`config.mk`:
```
export PLATFORM = sky130hd
export DESIGN_NAME = paddle_motion_ctrl
export DESIGN_NICKNAME = d
export VERILOG_FILES = /design/src/rtl/paddle_motion_ctrl.sv
export SDC_FILE = /design/constraint.sdc
export NUM_CORES = 1
export LEC_CHECK = 0
export CORE_ASPECT_RATIO = 0.7
export CORE_MARGIN = 2
export CORE_UTILIZATION = 45
export CTS_BUF_LIST = sky130_fd_sc_hd__clkbuf_16
export CTS_CLUSTER_DIAMETER = 30
export DETAILED_ROUTE_END_ITERATION = 10
export PLACE_DENSITY = 0.67
export SLEW_MARGIN = 0
export SYNTH_ARGS = -nofsm -noshare
export SYNTH_HDL_FRONTEND = slang
export SYNTH_SLANG_ARGS = --single-unit
```
`constraint.sdc`:
```
create_clock -name sixtyhz_clk -period 9.2 [get_ports sixtyhz_clk]
set_input_delay 2.3 -clock sixtyhz_clk [delete_from_list [all_inputs] [get_ports sixtyhz_clk]]
set_output_delay 2.3 -clock sixtyhz_clk [all_outputs]
set_load 0.05 [all_outputs]
```
`src/rtl/paddle_motion_ctrl.sv`:
```
// paddle_motion_ctrl: two-paddle 60 Hz motion with hold-to-accelerate, edge clamps and optional CPU paddle 2 (PADDLE_CPU_EN)
module paddle_motion_ctrl #(
    parameter int P1_X        = 5,
    parameter int P2_X        = 155,
    parameter int Y_START     = 75,
    parameter int Y_MIN       = 31,
    parameter int Y_MAX       = 119,
    parameter int PADDLE_LEN  = 20,
    parameter int SLOW_STEP   = 1,
    parameter int FAST_STEP   = 2,
    parameter int ACCEL_TICKS = 15,
    parameter int CPU_PERIOD  = 4,
    parameter int CPU_DEAD    = 2
) (
    input  logic       sixtyhz_clk,
    input  logic       resetn,
    input  logic       freeze,
    input  logic       inc_p1_y,
    input  logic       dec_p1_y,
    input  logic       inc_p2_y,
    input  logic       dec_p2_y,
    input  logic       cpu,
    input  logic [6:0] b_y,
    output logic [7:0] paddle1_x,
    output logic [6:0] paddle1_y,
    output logic [7:0] paddle2_x,
    output logic [6:0] paddle2_y,
    output logic       p1_at_top,
    output logic       p1_at_bot,
    output logic       p2_at_top,
    output logic       p2_at_bot
);
    typedef enum logic [1:0] {IDLE, SLOW, FAST} state_t;
    typedef enum logic [1:0] {NONE, UP, DOWN} dir_t;
    typedef struct packed {
        state_t     st;
        dir_t       dir;
        logic [4:0] hc;
        logic [6:0] y;
    } pad_t;

    localparam logic [6:0] YTOP = 7'(Y_MIN);
    localparam logic [6:0] YBOT = 7'(Y_MAX - PADDLE_LEN);
    localparam pad_t RST = '{st: IDLE, dir: NONE, hc: 5'd0, y: 7'(Y_START)};

    function automatic dir_t decode(input logic inc, input logic dec);
        return inc ? DOWN : dec ? UP : NONE;
    endfunction

    function automatic pad_t advance(input pad_t p, input dir_t cmd, input logic slow_only);
        pad_t n;
        logic [7:0] step;
        logic [7:0] sum;
        n = p;
        step = '0;
        sum = '0;
        if (cmd == NONE) begin
            n.st = IDLE;
            n.hc = '0;
        end else begin
            if (p.st == IDLE || cmd != p.dir) begin
                n.st = SLOW;
                n.hc = 5'd1;
            end else begin
                n.hc = (&p.hc) ? p.hc : p.hc + 5'd1;
                if (p.st == SLOW && n.hc > 5'(ACCEL_TICKS) && !slow_only)
                    n.st = FAST;
            end
            n.dir = cmd;
            step = (n.st == FAST) ? 8'(FAST_STEP) : 8'(SLOW_STEP);
            // Unsigned 8-bit math with headroom so the clamps never see a wrapped value
            if (cmd == DOWN) begin
                sum = {1'b0, p.y} + step;
                n.y = (sum > {1'b0, YBOT}) ? YBOT : sum[6:0];
            end else begin
                sum = {1'b0, p.y} - step;
                n.y = ({1'b0, p.y} < {1'b0, YTOP} + step) ? YTOP : sum[6:0];
            end
        end
        return n;
    endfunction

    pad_t p1, p2, p1_n, p2_n;
    dir_t cmd2;
    logic slow2;

`ifdef PADDLE_CPU_EN
    localparam int DW = (CPU_PERIOD > 1) ? $clog2(CPU_PERIOD) : 1;
    logic [DW-1:0] div, div_n;
    dir_t ccmd, ccmd_n, cpu_dir;
    logic cpu_q, toggle;
    logic [7:0] ctr;

    always_comb begin
        ctr = {1'b0, p2.y} + 8'(PADDLE_LEN / 2);
        cpu_dir = ({1'b0, b_y} + 8'(CPU_DEAD) < ctr) ? UP :
                  ({1'b0, b_y} > ctr + 8'(CPU_DEAD)) ? DOWN : NONE;
        toggle = cpu != cpu_q;
        div_n = toggle ? '0 :
                (freeze || !cpu) ? div :
                (div == DW'(CPU_PERIOD - 1)) ? '0 : div + DW'(1);
        ccmd_n = toggle ? NONE : (freeze || !cpu || div != '0) ? ccmd : cpu_dir;
        cmd2 = toggle ? NONE :
               cpu ? ((div == '0) ? cpu_dir : ccmd) : decode(inc_p2_y, dec_p2_y);
        slow2 = cpu;
    end

    always_ff @(posedge sixtyhz_clk) begin
        if (!resetn) begin
            div <= '0;
            ccmd <= NONE;
            cpu_q <= 1'b0;
        end else begin
            div <= div_n;
            ccmd <= ccmd_n;
            cpu_q <= cpu;
        end
    end
`else
    logic unused;
    assign unused = ^{cpu, b_y};

    always_comb begin
        cmd2 = decode(inc_p2_y, dec_p2_y);
        slow2 = 1'b0;
    end
`endif

    always_comb begin
        p1_n = advance(p1, freeze ? NONE : decode(inc_p1_y, dec_p1_y), 1'b0);
        p2_n = advance(p2, freeze ? NONE : cmd2, slow2);
    end

    always_ff @(posedge sixtyhz_clk) begin
        if (!resetn) begin
            p1 <= RST;
            p2 <= RST;
            p1_at_top <= RST.y == YTOP;
            p1_at_bot <= RST.y == YBOT;
            p2_at_top <= RST.y == YTOP;
            p2_at_bot <= RST.y == YBOT;
        end else begin
            p1 <= p1_n;
            p2 <= p2_n;
            p1_at_top <= p1_n.y == YTOP;
            p1_at_bot <= p1_n.y == YBOT;
            p2_at_top <= p2_n.y == YTOP;
            p2_at_bot <= p2_n.y == YBOT;
        end
    end

    assign paddle1_x = 8'(P1_X);
    assign paddle2_x = 8'(P2_X);
    assign paddle1_y = p1.y;
    assign paddle2_y = p2.y;
endmodule

```
==> flow_metrics.tcl <==
set metrics [dict create \
    outcome "finished clean" \
    hold_buffers 0 \
    fp.dieH_um 68.2 \
    cts_tree "built" \
    drtIter0Drc 128 \
    ys.flop_type "dfxtp_1" \
    cts_resized 0 \
    synth_edf_count 0 \
    max_freq_mhz 153 \
    endpoint_kind "register" \
    dieArea_sq_um 6530 \
    p_leak_uw 0.00119 \
    hp-class "register to register" \
    wl_um 5930 \
    initial_core_util_pct 46.6 \
    wire_per_inst_um 14.1 \
    port_buffers 24 \
    htree_levels 2 \
    post-route-drc-count 0 \
    ios 49 \
    nNetsFinal 374 \
    layoutNonFillerInstCount 419 \
    clock_latency_ps 280 \
    finalSetupViolCount 0 \
    clockPowerShare_pct 36.1 \
    p_sw_share_pct 33.5 \
    async_reset_ff_share_pct 0 \
    antenna_found_initial 0 \
    grt_start_max_net_pins 16 \
    cts_setup_buffers 0 \
    netlist.area_leader.share_pct 27.2 \
    fill_cells 543 \
    synth_cell_type_count 65 \
    num_vias 2343 \
    p_total_uw 453 \
    grt_pass1_vias 2073 \
    clk_path_buf_depth 2 \
    grt_setup_unrepaired "no" \
    netlist_area_sq_um 2650 \
    drive_gt1_share_pct 6.69 \
    slew_viol_final 0 \
    tightestPinTransition_ps 788 \
    die_w_um 95.8 \
    core_sq_um 5700 \
    synth-seq-cells 36 \
    netSwitchingPower_uw 152 \
    hold_start "p1[15]" \
    cp.required_ps 9390 \
    worstSetupPathType "input port to register" \
    fin_skew_ps 3.10 \
    dp_hpwl_um 4420 \
    place_area_sq_um 2780 \
    globalplace.congestion 0.932 \
    synth_area_per_cell_sq_um 7.85 \
    hold_viol_final 0 \
    cap_violations 0 \
    ir_drop_uv 81.3 \
    pwr-share-seq_pct 38.3 \
    drt_first_pass_iters 5 \
    holdWs_ps 481 \
    fin_crit_sh_pct 71.0 \
    numCtsBuffers 5 \
    seq_area_frac_synth_pct 27.2 \
    worst-path-max-fanout 13 \
    global_route.overflow_total 0 \
    antenna_left 0 \
    intPower_uw 301 \
    layout_common_cells "nor2_1, dfxtp_1, nand2_1, clkdlybuf4s50_1" \
    clock-sinks 36 \
    dp.cells 411 \
    grt_usage_pct 19.5 \
    slew_headroom_pct 46.8 \
    grt_pass1_wl_um 9890 \
    antenna_cells 0 \
    finalSetupTns_ps 0 \
    syn_inst 338 \
    final_common_cell "nor2_1" \
    arrival_ps 6730 \
    yosysTopAreaCell "dfxtp_1" \
    comb_power_share_pct 25.6 \
    r2r_slack_ps 4970 \
    path_clk_slew_ps 60 \
    rr_startpoint "p1[7]" \
    p_per_area_nw_per_um2 155 \
    syn2layout_area_growth_pct 10.1 \
    startpoint "freeze" \
    cp-start-kind "input port" \
    stdcell_area_sq_um 2920 \
    fin_crit_ps 6540 \
    synth.top_cells.by_area "dfxtp_1, buf_4, nor2_1" \
    viasPerCell 5.59 \
    cts_root_buffer "clkbuf_16" \
    rows 23 \
    yosysWarnings 0 \
]
cell usage after synthesis (2+ instances only):
cell      count
a21o_1        4
a21oi_1      17
a31o_2        2
a31oi_1       5
a32o_1        3
a41oi_1       4
and2_1        6
and3_1        3
buf_2         4
buf_4        30
clkbuf_1      7
conb_1        2
dfxtp_1      36
fa_1          4
ha_1         12
inv_1        17
mux2i_1       3
nand2_1      25
nand2b_1     10
nand3_1      15
nand4_1       3
nor2_1       41
nor2b_1       6
nor3_1        5
nor4_1        2
nor4b_1       3
o211ai_1      2
o21ai_0      17
o21ai_1       2
o31ai_1       2
o41ai_1       3
or2_2         2
xnor2_1       7
xor2_1        3
worst max-delay path: stages:
cell	delay (ps)
clkdlybuf4s50_1	740
o21ba_2	290
o32a_1	340
nor2_1	450
inv_1	180
ha_1	260
fa_1	480
o41a_1	430
o31ai_1	530
o21ai_0	170
o21ai_0	200
nor4bb_4	350
sequential cells by signal, indices dropped and copies added (netlist names):
name and cells:
p2 9, p2_at_bot 1, paddle2_y 7, p1 9, paddle1_y 7, p2_at_top 1
p1_at_top 1, p1_at_bot 1
stage by stage:
| step | worst slack (ps) | util, % |
|---|---|---|
| floorplan | 3440 | - |
| global placement | 2390 | 48.8 |
| detailed placement | 2450 | 48.8 |
| CTS | 2700 | 51.3 |
| global route | 2280 | 51.3 |
| finish | 2660 | 51.3 |
power by group through the flow:
stage / Sequential [uW] / Combinational, uW / Clock [uW]
finish: 174 / 116 / 164
global route: 175 / 127 / 175
CTS: 173 / 115 / 167
detailed placement: 177 / 114 / 0
global placement: 177 / 113 / 0
floorplan: 171 / 103 / 0
layout make-up:
cell class              count  area, sq um  share of cell area, %
well taps                  75         93.8                   3.21
inverters                  18         67.6                   2.31
clock buffers               5          125                   4.28
flip-flops and latches     36          721                   24.7
clock inverters             3         17.5                  0.600
multi-input cells         256         1640                   56.2
repair buffers             26          255                   8.74
per-layer routing:
layer / track usage [%] / up-vias / wire length, um
met1: 30.9 / 1079 / 3100
li1: - / 1161 / -
met3: 3.96 / 2 / 416
met2: 26.0 / 101 / 2390
met5: 0 / - / 0
met4: 4.82 / 0 / 14
final timing paths:
kind	to	cells past startpoint
max	p1_at_bot	12
min reg2reg	p1[15]	2
max reg2reg	p1_at_bot	13
min	p1[15]	2
kinds of logic (layout without fill, tap and decap cells):
logic type	after synthesis	after routing	share of synthesized area (%)
flops	36	36	27.2
xor+xnor	10	10	3.30
buf+inv	60	52	12.9
mux	4	4	1.56
fa+ha+maj	16	16	8.68
compound gates	82	82	21.4
simple gates	128	128	24.7
other cells	2	16	0.283
No activity file was read; power rests on OpenSTA's default activity.
